**config.mk**
```make
export PLATFORM = sky130hd
export DESIGN_NAME = enc_1_act_flat
export DESIGN_NICKNAME = d
export VERILOG_FILES = /design/src/rtl/enc_1_act_if.sv /design/src/rtl/enc_1_act.sv /design/src/flat_wrapper.sv
export SDC_FILE = /design/constraint.sdc
export NUM_CORES = 1
export LEC_CHECK = 0
export ABC_AREA = 1
export CORE_AREA = 8 8 235 147
export CTS_CLUSTER_DIAMETER = 100
export DETAILED_ROUTE_END_ITERATION = 7
export DIE_AREA = 0 0 243 155
export PLACE_DENSITY_LB_ADDON = 0.12
export SYNTH_ARGS = -nofsm -noshare
export SYNTH_HDL_FRONTEND = slang
export SYNTH_SLANG_ARGS = --single-unit
```
**constraint.sdc**
```tcl
create_clock -name clk -period 15.2 [get_ports clk]
set_clock_uncertainty 0.05 [all_clocks]
set_input_delay 3.04 -clock clk [delete_from_list [all_inputs] [get_ports clk]]
set_output_delay 3.04 -clock clk [all_outputs]
set_load 0.005 [all_outputs]
```
**src/rtl/enc_1_act_if.sv**
```systemverilog
//==============================================================================
// Module      : enc_1_act_if
// Description : Start/vector handshake bundle between an encoder layer and the
//               enc_1_act activation stage. ovf exists only with ENC_ACT_OVF_EN.
// Revision    : 1.0 - initial release
//==============================================================================
`default_nettype none

interface enc_1_act_if #(
  parameter int BITSIZE = 20
);
  logic                   start;
  logic [BITSIZE*6-1:0]   x;
  logic [BITSIZE*6-1:0]   y;
  logic                   busy;
  logic                   done;
`ifdef ENC_ACT_OVF_EN
  logic                   ovf;

  modport master (output start, output x, input y, input busy, input done, input ovf);
  modport slave  (input start, input x, output y, output busy, output done, output ovf);
`else
  modport master (output start, output x, input y, input busy, input done);
  modport slave  (input start, input x, output y, output busy, output done);
`endif
endinterface

`default_nettype wire

```
**src/rtl/enc_1_act.sv**
```systemverilog
//==============================================================================
// Module      : enc_1_act
// Description : PLAN sigmoid over a 6-element fixed-point vector (12 fractional
//               bits), one element per cycle through a 2-stage pipeline, with
//               an atomic commit of the full vector and a one-cycle done pulse.
//               Optional sticky saturation flag: define ENC_ACT_OVF_EN.
// Revision    : 1.0 - initial release
//==============================================================================
`default_nettype none

module enc_1_act #(
  parameter int BITSIZE = 20
) (
  input  wire logic   clk,
  input  wire logic   reset,
  enc_1_act_if.slave  bus
);

  localparam int N_ELEM = 6;

  localparam logic [BITSIZE-1:0] c_one       = BITSIZE'(4096);
  localparam logic [BITSIZE-1:0] c_seg1_min  = BITSIZE'(4096);
  localparam logic [BITSIZE-1:0] c_seg2_min  = BITSIZE'(9728);
  localparam logic [BITSIZE-1:0] c_seg3_min  = BITSIZE'(20480);
  localparam logic [BITSIZE-1:0] c_seg0_off  = BITSIZE'(2048);
  localparam logic [BITSIZE-1:0] c_seg1_off  = BITSIZE'(2560);
  localparam logic [BITSIZE-1:0] c_seg2_off  = BITSIZE'(3456);
  localparam logic [BITSIZE-1:0] c_most_neg  = {1'b1, {(BITSIZE-1){1'b0}}};
  localparam logic [BITSIZE-1:0] c_full_mag  = {1'b0, {(BITSIZE-1){1'b1}}};
  localparam logic [2:0]         c_last_idx  = 3'd5;

  typedef enum logic [0:0] {
    ST_IDLE = 1'b0,
    ST_RUN  = 1'b1
  } state_t;

  state_t                 r_state;
  state_t                 w_state_next;
  logic                   w_accept;
  logic                   w_commit;

  logic [BITSIZE*6-1:0]   r_snap;
  logic [2:0]             r_k;
  logic                   r_issue;

  logic                   r_s1_valid;
  logic [2:0]             r_s1_idx;
  logic                   r_s1_neg;
  logic [BITSIZE-1:0]     r_s1_mag;
  logic [1:0]             r_s1_seg;

  logic [BITSIZE-1:0]     r_buf [N_ELEM-1];
  logic [BITSIZE*6-1:0]   r_y;
  logic                   r_done;

  logic [BITSIZE-1:0]     w_elems [N_ELEM];
  logic [BITSIZE-1:0]     w_elem;
  logic                   w_neg;
  logic [BITSIZE-1:0]     w_mag;
  logic [1:0]             w_seg;
  logic [BITSIZE-1:0]     w_p;
  logic [BITSIZE-1:0]     w_res;

  genvar gi;
  generate
    for (gi = 0; gi < N_ELEM; gi++) begin : g_unpack
      assign w_elems[gi] = r_snap[BITSIZE*gi +: BITSIZE];
    end
  endgenerate

  //--------------------------------------------------------------------------
  // Control FSM
  //--------------------------------------------------------------------------
  always_ff @(posedge clk or posedge reset) begin
    if (reset) begin
      r_state <= ST_IDLE;
    end else begin
      r_state <= w_state_next;
    end
  end

  always_comb begin
    w_state_next = r_state;
    w_accept     = 1'b0;
    w_commit     = r_s1_valid && (r_s1_idx == c_last_idx);
    case (r_state)
      ST_IDLE: begin
        if (bus.start) begin
          w_accept     = 1'b1;
          w_state_next = ST_RUN;
        end
      end
      ST_RUN: begin
        if (w_commit) begin
          w_state_next = ST_IDLE;
        end
      end
      default: w_state_next = ST_IDLE;
    endcase
  end

  //--------------------------------------------------------------------------
  // Stage 1: sign, magnitude and segment of the selected snapshot element
  //--------------------------------------------------------------------------
  always_comb begin
    w_elem = w_elems[r_k];
    w_neg  = w_elem[BITSIZE-1];
    // The most negative value has no positive counterpart; pin it to full scale.
    if (w_elem == c_most_neg) begin
      w_mag = c_full_mag;
    end else if (w_neg) begin
      w_mag = -w_elem;
    end else begin
      w_mag = w_elem;
    end
    if (w_mag >= c_seg3_min) begin
      w_seg = 2'd3;
    end else if (w_mag >= c_seg2_min) begin
      w_seg = 2'd2;
    end else if (w_mag >= c_seg1_min) begin
      w_seg = 2'd1;
    end else begin
      w_seg = 2'd0;
    end
  end

  //--------------------------------------------------------------------------
  // Stage 2: piecewise-linear sigmoid, mirrored about 0.5 for negative inputs
  //--------------------------------------------------------------------------
  always_comb begin
    case (r_s1_seg)
      2'd3:    w_p = c_one;
      2'd2:    w_p = (r_s1_mag >> 5) + c_seg2_off;
      2'd1:    w_p = (r_s1_mag >> 3) + c_seg1_off;
      default: w_p = (r_s1_mag >> 2) + c_seg0_off;
    endcase
    w_res = r_s1_neg ? (c_one - w_p) : w_p;
  end

  //--------------------------------------------------------------------------
  // Datapath registers
  //--------------------------------------------------------------------------
  always_ff @(posedge clk or posedge reset) begin
    if (reset) begin
      r_snap     <= '0;
      r_k        <= '0;
      r_issue    <= 1'b0;
      r_s1_valid <= 1'b0;
      r_s1_idx   <= '0;
      r_s1_neg   <= 1'b0;
      r_s1_mag   <= '0;
      r_s1_seg   <= '0;
      for (int i = 0; i < N_ELEM-1; i++) begin
        r_buf[i] <= '0;
      end
      r_y        <= '0;
      r_done     <= 1'b0;
    end else begin
      r_done <= w_commit;

      if (w_accept) begin
        r_snap  <= bus.x;
        r_k     <= '0;
        r_issue <= 1'b1;
      end else if (r_issue) begin
        if (r_k == c_last_idx) begin
          r_k     <= '0;
          r_issue <= 1'b0;
        end else begin
          r_k <= r_k + 3'd1;
        end
      end

      r_s1_valid <= r_issue;
      if (r_issue) begin
        r_s1_idx <= r_k;
        r_s1_neg <= w_neg;
        r_s1_mag <= w_mag;
        r_s1_seg <= w_seg;
      end

      // Last element and the buffered ones land in y on the same edge.
      if (w_commit) begin
        for (int i = 0; i < N_ELEM-1; i++) begin
          r_y[BITSIZE*i +: BITSIZE] <= r_buf[i];
        end
        r_y[BITSIZE*(N_ELEM-1) +: BITSIZE] <= w_res;
      end else if (r_s1_valid) begin
        r_buf[r_s1_idx] <= w_res;
      end
    end
  end

`ifdef ENC_ACT_OVF_EN
  logic r_ovf;

  always_ff @(posedge clk or posedge reset) begin
    if (reset) begin
      r_ovf <= 1'b0;
    end else if (w_accept) begin
      r_ovf <= 1'b0;
    end else if (r_issue && (w_mag >= c_seg3_min)) begin
      r_ovf <= 1'b1;
    end
  end

  assign bus.ovf = r_ovf;
`endif

  assign bus.y    = r_y;
  assign bus.busy = (r_state == ST_RUN);
  assign bus.done = r_done;

endmodule

`default_nettype wire

```
**src/flat_wrapper.sv**
```systemverilog
// flat-port wrapper written by rule: the top's interface ports become plain ports
module enc_1_act_flat 
#(
  parameter int BITSIZE = 20
)
  (clk, reset, bus_start, bus_x, bus_y, bus_busy, bus_done);
  enc_1_act_if #(.BITSIZE(BITSIZE)) bus_i ();
  input  wire logic clk;
  input  wire logic reset;
  input wire logic [$bits(bus_i.start)-1:0] bus_start;
  input wire logic [$bits(bus_i.x)-1:0] bus_x;
  output wire logic [$bits(bus_i.y)-1:0] bus_y;
  output wire logic [$bits(bus_i.busy)-1:0] bus_busy;
  output wire logic [$bits(bus_i.done)-1:0] bus_done;
  assign bus_i.start = bus_start;
  assign bus_i.x = bus_x;
  assign bus_y = bus_i.y;
  assign bus_busy = bus_i.busy;
  assign bus_done = bus_i.done;
  enc_1_act #(.BITSIZE(BITSIZE)) u_core (.clk(clk), .reset(reset), .bus(bus_i));
endmodule
```
== Yosys cells after proc, flatten, opt, wreduce, memory -nomap -nowiden ==
Index checks and enable logic that the tools add are counted.

* $add $sub $neg: 6
* Equality and inequality tests: 6
* Order comparisons: 6
* Reduce and logical (&&, ||, !) cells: 4
* Multiplexer cells: 23
* Bitwise gates (word level): 4

{| class="wikitable"
|+ Operator list
! kind !! number
|-
| 20-bit two-way mux || 6
|-
| 100-bit bitwise mux || 1
|-
| 20-bit binary-select mux with 3-bit select || 1
|-
| 20-bit demux with 3-bit select || 1
|-
| 20-bit one-hot mux with 3 select lines || 1
|-
| 20-bit equality test, second input constant || 1
|-
| 20-bit by 13-bit >= comparator with 1-bit output, second input constant || 1
|-
| 20-bit by 14-bit >= comparator with 1-bit output, second input constant || 1
|-
| 20-bit by 15-bit >= comparator with 1-bit output, second input constant || 1
|-
| 20-bit negator || 1
|-
| 13-bit by 20-bit subtractor with 20-bit output, first input constant || 1
|-
| 18-bit by 12-bit adder with 19-bit output, second input constant || 1
|-
| 17-bit by 12-bit adder with 18-bit output, second input constant || 1
|-
| 15-bit by 12-bit adder with 16-bit output, second input constant || 1
|-
| 3-bit two-way mux || 3
|-
| 4-bit >= comparator, second input constant || 2
|-
| 3-bit inverter with 4-bit output || 2
|-
| 1-bit two-way mux || 7
|-
| 3-bit equality test, second input constant || 2
|-
| 2-bit equality test, second input constant || 2
|-
| 4-bit by 1-bit < comparator with 1-bit output, second input constant || 1
|-
| 2-bit two-way mux || 2
|-
| 3-bit by 1-bit adder with 3-bit output, second input constant || 1
|-
| 2-bit by 1-bit equality test with 1-bit output, second input constant || 1
|-
| 5 further kinds || 7
|}

* Output and inout bits: 122
* Logic and storage cells: 65
* Register bits: 373
* Bits of input ports: 123

== Depth between registers and ports, before layout ==
Gate-level depths: netlist (run 1).

* Depth in word-level cells: 11
* Gate-level depth with buffers: 23
* Gate-level depth less buffers: 21

== Worst setup path before layout (run 1) ==
OpenSTA, ideal clock, no wires.

* Path kind: in2reg
* Start point: input port bus_start
* End point: register u_core.r_snap[0]
* Arrival time: 3.852 ns
* Slack: 11.165 ns
* Library setup time: 0.133 ns
* Path buffers: 2
* Cell stages on the path: 5
* Required time: 15.017 ns
* Cells stage by stage: nand2_1 inv_2 clkbuf_1 clkbuf_1 o21ai_0

* Cells in the longest elaborated chain, start to end: 2

{| class="wikitable"
|+ RTL lines
! item !! line !! source
|-
| from (decl) || flat_wrapper.sv:10 || <nowiki>input wire logic [$bits(bus_i.start)-1:0] bus_start;</nowiki>
|-
| 1-bit two-way mux || enc_1_act.sv:88 || <nowiki>if (bus.start) begin</nowiki>
|-
| 1-bit two-way mux || enc_1_act.sv:86 || <nowiki>case (r_state)</nowiki>
|-
| to (signal assigned) || enc_1_act.sv:162 || <nowiki>r_snap <= bus.x;</nowiki>
|-
| to (decl) || enc_1_act.sv:42 || <nowiki>logic [BITSIZE*6-1:0] r_snap;</nowiki>
|}

No other way between the ends.
A chain may end at the register's enable or synchronous reset.

== Final worst setup path (run 1) ==
* Start point: input port bus_start
* End point: register u_core.r_snap[7]

Same word-level chain as after synthesis.

==> run summary, run 1 <==
First-pass GRT wire length: 77,350 um
Num CTS Buffers: 36
CP Capture Type: flip-flop
DRT Wirelength: 47,500 um
Post-route antenna net violation count: 0
Placed cell area: 19,430 um2
Post-route core utilization: 65.83%
Die ar.: 37,670 um2
Most frequent cells in the layout: 903 x nand2_1, 370 x dfrtp_1, 244 x clkdlybuf4s50_1
Syn Nets: 2,236
Worst min-delay path class: reg -> reg
I/O Buffers: 244
WHS Endpoint: u_core.bus.y[21]$_DFFE_PP0P_
GRT Util Overall: 25.19%
DR WL met2: 20,610 um
Clock Latency Late Sink: 540 ps
Antenna violations before repair: 7
CP peak stage delay: 860 ps
Synth unique cells: 41
Finished Cell Area: 20,670 um2
Hold buffers post-CTS: 0
Lkg Pwr: 10.27 nW
Status: finished clean
Vias/cell: 5.241
DR top layer: met4
Reg2Reg Depth: 15
Met3 WL: 3828 um
Yosys top cell by area: dfrtp_1
# IOs: 245
Core area: 31,400 um2
Cell Area, Synth: 16,800 um2
# Max-Cap Violations: 0
Crit path cell chain: clkdlybuf4s50_1, nand2_2, buf_4, inv_4, buf_4, nand2_1, o21ai_0
Iter 0 DRT Violations: 1,389
Max-slew violations: 0
Maximum VDD drop: 0.00009661 V
Final setup margin: 9946 ps
Design Power: 4.684 mW
Vias: 14.45k
#FFs+latches synth: 371
PostCTS Resize Cnt: 0
Power density cells: 226.6 nW/um2
# DRC: 0
Ys Warns: 0
Share of cells above drive strength 1: 5.286%
Max clock buf depth: 3
Worst hold path depth: 2
TNS Setup: 0 ps
Worst Max-Slew Pin Slew: 1284 ps
Post-synth EDFFs: 0
GR Overflow Total: 0
Die height: 155 um
RSZ-0062 raised after global routing: no
Leading cell type in the layout, fill and taps excluded: nand2_1
Rows: 51
Pre-antenna DRT Iters: 5
Slowest CP cell: buf_4
CTS sink count: 371
Crit Path Category: in -> reg
Setup Buffers After CTS: 0
Clock slew at reported path FFs: 60 ps
Cell mode on critical path: buf_4
P&R area growth vs syn: 23.05%
Synth top area share: 55.27%
Worst Path Max Fanout: 117
Buf+Inv Stages, Crit Path: 4
Avg WL per Cell: 17.23 um
Finish-stage setup viols: 0
Fmax: 0.1903 GHz
Initial Utilization: 53.50%
Register area share after synthesis: 55.27%
CTS H-tree lvls: 2
DPL Wire Length: 33,210 um
Period utilization: 34.56%
Final Critical Period: 5254 ps
Setup WS pre-CTS: 9293 ps
Final Hold Viols: 0
Clock Tree Root: clkbuf_16
FF-to-FF setup slack: 11,040 ps
Die width: 243 um
Total Nets Final: 2,433
Syn Inst Count: 2,106
Ranking of synthesized cells by area: dfrtp_1 55%, nand2_1 20%, o21ai_0 5.9%, inv_1 3.9%, nor2_1 2.3%
Crit path max-delay family: buffers and inverters
WL met1: 21,960 um
Worst R2R End: u_core.r_s1_seg[0]$_DFFE_PP0P_
Crit path required time: 15,590 ps
Startpoint types: primary input
Hold wc startpoint: u_core.bus.y[21]$_DFFE_PP0P_
Largest net degree at the start of global routing: 118
GPL Wtd Cong: 0.8641
Vias in the first global route: 14.22k
CTS tree: done
Critical Path AT: 5640 ps
Dominant synthesized flop cell: dfrtp_1
Share of flip-flops with an asynchronous set or reset: 100.0%
Average cell area after synthesis: 7.975 um2
Reg2reg start: u_core.r_k[1]$_DFFE_PP0P_
Worst relative slew slack: 13.48%
[layer usage]
layer / GRT usage [%] / up-vias
met5: 0 / -
met4: 8.025 / 0
met3: 5.668 / 80
met2: 36.95 / 478
met1: 36.86 / 6932
li1: - / 6955
[power by group]
part	internal [mW]	total, mW	switching [mW]
Combinational	0.737	2.10	1.37
Sequential	1.40	1.65	0.250
Clock	0.553	0.934	0.381
Total	2.69	4.68	2.00
[flip-flops by register name, summed over array words and instances (netlist names), 2 cells and up]
register / count
u_core.bus.y: 120
u_core.r_buf: 100
u_core.r_k: 3
u_core.r_s1_idx: 3
u_core.r_s1_mag: 18
u_core.r_s1_seg: 2
u_core.r_snap: 120
[kinds of logic after synthesis]
family                     Yosys count  synth area share [%]
AOI/OAI and AO/OA                  311                 10.02
DFF                                371                 55.27
xor gates and xnor gates            20                 1.132
and+or+nand+nor                   1109                 25.99
buffers and inverters              288                 7.062
adders and majority gates            7                0.5214
[worst max-delay path by stage]
stage	slack, ps	startpoint	to	cells after the start
2_1_floorplan	1810	reset	u_core.bus.busy$_DFF_PP0_	1
3_3_place_gp	9350	reset	u_core.r_k[0]$_DFFE_PP0P_	4
4_1_cts	9830	reset	u_core.r_k[0]$_DFFE_PP0P_	4
6_report	9950	bus_start	u_core.r_snap[7]$_DFFE_PP0P_	7
5_1_grt	9530	reset	u_core.r_k[0]$_DFFE_PP0P_	4
3_5_place_dp	9290	reset	u_core.r_k[0]$_DFFE_PP0P_	4
[area by class of cell]
type / count / area (um2)
antenna: 5 / 12.51
sequential: 371 / 9285
clock inverter: 5 / 111.4
clock buffer: 57 / 1112
inverter: 189 / 721.9
fill: 2701 / 10730
timing repair buffer: 258 / 2547
multi-input combinational: 1447 / 6346
tap: 424 / 530.5
[metrics by stage]
stage	cells	hold WS [ps]
after global routing	2756	438.0
after detailed placement	2689	408.0
final	2756	420.1
after CTS	2751	423.8
after floorplan	2106	393.6
after global placement	2689	406.5
[Yosys cell counts, types with 2 or more instances]
cell type / count
nand2_1: 904
dfrtp_1: 371
o21ai_0: 197
inv_1: 175
nor2_1: 105
clkbuf_1: 74
nand3_1: 63
o21ai_1: 49
a21oi_1: 32
xor2_1: 16
inv_2: 14
buf_6: 10
nor2_2: 8
nor3_1: 8
a31oi_1: 7
ha_1: 7
buf_2: 6
buf_4: 6
o211ai_1: 6
nand4_1: 5
nand2_2: 4
nand3_2: 4
o22ai_1: 4
a21oi_2: 3
buf_1: 3
o221ai_1: 3
a21oi_4: 2
nand2_4: 2
nand3b_1: 2
nor2_4: 2
o21ai_4: 2
xnor2_1: 2
xor2_2: 2
[worst reg2reg max path, stage by stage, from the launching register on]
cell	delay, ps
dfrtp_1	770
inv_2	410
nor2_1	530
a22oi_1	130
nand2_1	210
nand2_1	90
nand2_1	570
nand2_1	170
nor2_2	180
nand3_2	290
nand3_1	270
nand2_1	80
nand2_1	110
nand2_1	60
nand3_1	60
a21oi_1	60
Note: power is estimated with default switching activity, not from simulation.
==> run 2, diff against run 1 <==
- CORE_AREA: 8 8 235 147 -> 8 8 249 155
- DIE_AREA: 0 0 243 155 -> 0 0 257 163
- clock period: 15.2 -> 4.6 ns (I/O delays scaled with it)
==> run 2 against run 1 <==
Compared with the run above:
- highest routed layer unchanged
- first-iteration DRC count decreased by 2.8%
- sequential power increased to 3.3 times the previous value
- flip-flop and latch count unchanged
- design area rose by 0.44%
- power grew to 3.3 times the previous value
- via count down 1.7%
- clock power grew to 3.1 times the previous value
- setup slack got worse by 8700 ps
- worst hold slack lost 0.76 ps
- critical path type is now reg -> reg
- sequential share of layout area down 0.20 points
==> run summary, run 2 (synthesized netlist as in run 1, its figures left out) <==
Worst Path Max Fanout: 47
CTS tree: done
Vias/cell: 5.064
Worst relative slew slack: 20.77%
Num CTS Buffers: 36
Startpoint types: flip-flop
# IOs: 245
Most frequent cells in the layout: 903 x nand2_1, 370 x dfrtp_1, 244 x clkdlybuf4s50_1
Pre-antenna DRT Iters: 5
Worst min-delay path class: reg -> reg
Finish-stage setup viols: 0
Die width: 257 um
Max-slew violations: 0
Die height: 163 um
TNS Setup: 0 ps
Status: finished clean
Final Hold Viols: 0
PostCTS Resize Cnt: 0
Lkg Pwr: 10.30 nW
Avg WL per Cell: 17.35 um
# DRC: 0
Initial Utilization: 48.43%
Fmax: 0.2988 GHz
Vias: 14.20k
Post-route antenna net violation count: 0
Clock Latency Late Sink: 530 ps
DPL Wire Length: 35,360 um
CP Capture Type: flip-flop
Finished Cell Area: 20,760 um2
Share of cells above drive strength 1: 5.608%
Clock Tree Root: clkbuf_16
Rows: 53
Clock slew at reported path FFs: 70 ps
Total Nets Final: 2,443
Die ar.: 41,890 um2
Largest net degree at the start of global routing: 105
P&R area growth vs syn: 23.59%
RSZ-0062 raised after global routing: no
GRT Util Overall: 22.87%
Iter 0 DRT Violations: 1,350
Worst Max-Slew Pin Slew: 1176 ps
Placed cell area: 19,610 um2
Design Power: 15.34 mW
CTS sink count: 371
Crit path required time: 4990 ps
Post-route core utilization: 59.85%
Crit Path Category: reg -> reg
Power density cells: 738.8 nW/um2
GR Overflow Total: 0
DRT Wirelength: 48,660 um
Vias in the first global route: 13.62k
Leading cell type in the layout, fill and taps excluded: nand2_1
First-pass GRT wire length: 77,340 um
Critical Path AT: 3740 ps
Core area: 34,680 um2
GPL Wtd Cong: 0.8797
# Max-Cap Violations: 0
I/O Buffers: 244
Antenna violations before repair: 1
Max clock buf depth: 3
CTS H-tree lvls: 2
Final Critical Period: 3346 ps
Hold buffers post-CTS: 0
Fill cell count: 3,124
Maximum VDD drop: 0.0003384 V
Period utilization: 72.74%
Setup Buffers After CTS: 0
[run 2: cell types whose count changed in the layout (fill, tap and decap cells not counted), sizes merged]
cell	previous run	this run
buf	14	24
clkinvlp	0	1
clkinv	2	6
diode	5	1
clkbuf	57	54
bufinv	3	0
[run 2: final cells by class]
class	count	area [um2]	area share, %
Sequential cell	371	9285	44.73
Inverter	189	718.2	3.460
Clock buffer	54	1091	5.256
Clock inverter	7	53.80	0.2592
Antenna cell	1	2.502	0.01205
Tap cell	467	584.3	2.815
Multi-Input combinational cell	1447	6339	30.53
Timing Repair Buffer	268	2685	12.93
[run 2: routing by layer]
metal  global-route usage [%]  wire length, um
met4                    4.025              633
met2                    33.50            21110
met5                        0                0
met1                    35.07            23780
met3                    4.565             3138
[run 2: power by group]
| group | internal [mW] | switching [mW] | total, mW |
|---|---|---|---|
| logic | 2.47 | 4.57 | 7.04 |
| registers | 4.61 | 0.786 | 5.40 |
| clock network | 1.64 | 1.26 | 2.90 |
[run 2: final timing paths]
kind	slack [ps]	depth (start not counted)	end	start
setup reg to reg	1250	18	u_core.r_s1_seg[1]$_DFFE_PP0P_	u_core.r_k[0]$_DFFE_PP0P_
max in group asynchronous	2600	4	u_core.bus.y[45]$_DFFE_PP0P_	reset
min in group asynchronous	850	2	u_core.r_snap[67]$_DFFE_PP0P_	reset
hold reg to reg	420	2	u_core.bus.y[7]$_DFFE_PP0P_	u_core.bus.y[7]$_DFFE_PP0P_
hold / removal	420	2	u_core.bus.y[7]$_DFFE_PP0P_	u_core.bus.y[7]$_DFFE_PP0P_
setup / recovery	1250	18	u_core.r_s1_seg[1]$_DFFE_PP0P_	u_core.r_k[0]$_DFFE_PP0P_
[run 2: stage by stage]
step / hold slack (ps) / cells / setup slack (ps)
after global placement: 404.0 / 2742 / 1416
after floorplan: 393.6 / 2106 / -1350
after CTS: 423.8 / 2803 / 1270
final: 419.3 / 2804 / 1254
after global routing: 446.0 / 2804 / 878.0
after detailed placement: 410.0 / 2742 / 1329
[run 2: critical path: stages (launching register included)]
cell     delay (ps)
dfrtp_2         400
inv_2           630
nand2_1         150
nand3_1         110
nand2_1         110
a21oi_4         180
ha_1            180
inv_1            50
nor2_1           90
nand2_1         110
nor2_2          280
nand3_2         300
nand2_1         180
nor2_2           60
nand2_1          80
nand2_1          50
nand2_1          50
nor2_1           50
a21oi_1         130
==> run 3, diff against run 2 <==
- clock period: 4.6 -> 3 ns (I/O delays scaled with it)
==> run 3 against run 2 <==
Compared with the run above:
- maximum frequency is 19% higher
- power rose by 60%
- critical endpoint is now u_core.bus.y[112]$_DFFE_PP0P_
- worst hold slack worse by 1.2 ps
- critical path type unchanged
- combinational power is 65% higher
- routed wire length up 2.4%
- sequential power grew 54%
==> run summary, run 3 (synthesized netlist as in run 1, its figures left out) <==
Startpoint types: flip-flop
Clock Tree Root: clkbuf_16
Status: finished clean
Cell mode on critical path: nor2_2
Met3 Use GR: 5.215%
Finish-stage setup viols: 0
Period utilization: 93.79%
Max clock buf depth: 3
Max-slew violations: 0
Fill cell count: 3,060
Worst Path Max Fanout: 9
Core area: 34,680 um2
DRT Wirelength: 49,820 um
Setup WS pre-CTS: -10.26 ps
Vias: 14.55k
Global routing usage on met1: 35.88%
Power density cells: 1154 nW/um2
Crit Path Category: reg -> reg
Worst relative slew slack: 37.76%
Vias in the first global route: 13.94k
Post-route core utilization: 61.36%
Post-route antenna net violation count: 0
Final Critical Period: 2814 ps
Fmax: 0.3554 GHz
Slowest CP cell: dfrtp_2
Crit path max-delay family: simple AND/OR/NAND/NOR gates
CTS tree: done
Clock Latency Late Sink: 530 ps
Share of cells above drive strength 1: 7.822%
GRT Util Overall: 23.41%
Antenna violations before repair: 1
Rows: 53
Iter 0 DRT Violations: 1,312
GPL Wtd Cong: 0.9366
Largest net degree at the start of global routing: 88
Most frequent cells in the layout: 902 x nand2_1, 367 x dfrtp_1, 244 x clkdlybuf4s50_1
Total Nets Final: 2,482
Crit path required time: 3400 ps
Buf+Inv Stages, Crit Path: 5
TNS Setup: 0 ps
FF+latch area: 9289 um2
Vias/cell: 5.112
Worst min-delay path class: reg -> reg
CTS H-tree lvls: 2
First-pass GRT wire length: 79,000 um
Placed cell count: 2,774
Initial Utilization: 48.43%
Area of the multi-input gates: 6425 um2
Design Power: 24.56 mW
Layer with the highest usage: met1
Maximum VDD drop: 0.0005501 V
Die ar.: 41,890 um2
Placed cell area: 19,910 um2
Final setup margin: 186.2 ps
Critical Path AT: 3210 ps
# IOs: 245
Crit path cell chain: nor2_4, inv_4, buf_4, o21ai_4, ha_1, inv_1, nor2_2, nand4_1, nor2_2, nand3_2, nor2_2, buf_4, nand2_1, xor2_2, inv_1, o21ai_1
Lkg Pwr: 10.56 nW
I/O Buffers: 244
M2 GR Usage: 33.85%
Pre-antenna DRT Iters: 6
Hold WS: 418.2 ps
Clock slew at reported path FFs: 60 ps
Num CTS Buffers: 37
Leading cell type in the layout, fill and taps excluded: nand2_1
Finished Cell Area: 21,280 um2
P&R area growth vs syn: 26.69%
GR Overflow Total: 0
Fin cells: 2,846
CP Capture Type: flip-flop
Final Hold Viols: 0
Die width: 257 um
CP peak stage delay: 470 ps
Avg WL per Cell: 17.50 um
Hold buffers post-CTS: 0
Die height: 163 um
DPL Wire Length: 36,830 um
# Max-Cap Violations: 0
CTS sink count: 371
FF-to-FF setup slack: 190 ps
# DRC: 0
Worst Max-Slew Pin Slew: 930.4 ps
-- run 3: cell types whose count changed in the layout (fill, tap and decap cells not counted), moves of 3 or more --
cell     change
dfrtp_2      +3
dfrtp_1      -3
nor2_1       -3
buf_12       +5
buf_4       +32
-- run 3: final timing paths --
check | depth (start not counted) | end | start
worst max-delay path | 16 | u_core.bus.y[112]$_DFFE_PP0P_ | u_core.r_s1_seg[1]$_DFFE_PP0P_
worst min-delay path | 2 | u_core.bus.y[21]$_DFFE_PP0P_ | u_core.r_buf[61]$_DFFE_PP0P_
worst max register to register | 16 | u_core.bus.y[112]$_DFFE_PP0P_ | u_core.r_s1_seg[1]$_DFFE_PP0P_
worst min register to register | 2 | u_core.bus.y[21]$_DFFE_PP0P_ | u_core.r_buf[61]$_DFFE_PP0P_
max in group asynchronous | 4 | u_core.r_s1_seg[1]$_DFFE_PP0P_ | reset
min in group asynchronous | 3 | u_core.r_snap[74]$_DFFE_PP0P_ | reset
-- run 3: layout make-up --
cell class | count | share of cell area [%]
diodes | 1 | 0.01176
clock buffers | 57 | 5.227
clock inverters | 8 | 0.4939
inverters | 189 | 3.387
multi-input cells | 1447 | 30.19
flip-flops and latches | 371 | 43.65
well taps | 467 | 2.746
repair buffers | 306 | 14.29
-- run 3: worst register-to-register path, delay by kind of cell (launching register included) --
family	cells	cell delay (ps)
and+or+nand+nor	7	910
buffers and inverters	5	520
DFF	1	470
xor gates and xnor gates	1	350
AOI/OAI and AO/OA	2	280
adders and majority gates	1	160
-- run 3: repair_timing --
item | CTS | global route
gates resized for setup | 1 | 24
setup endpoints to repair | 2 | 58
buffers inserted | 0 | 6
pin swaps | 0 | 8
-- run 3: report_power, final --
group	internal [mW]	switching, mW	leakage [nW]
registers	7.07	1.22	4.82
logic	4.29	7.31	5.14
clock network	2.73	1.93	0.600
total	14.1	10.5	10.6
-- run 3: metal layers --
layer | up-vias | wire (um)
met2 | 454 | 21190
li1 | 7051 | -
met3 | 53 | 3983
met1 | 6990 | 24000
met5 | - | 0
met4 | 0 | 646
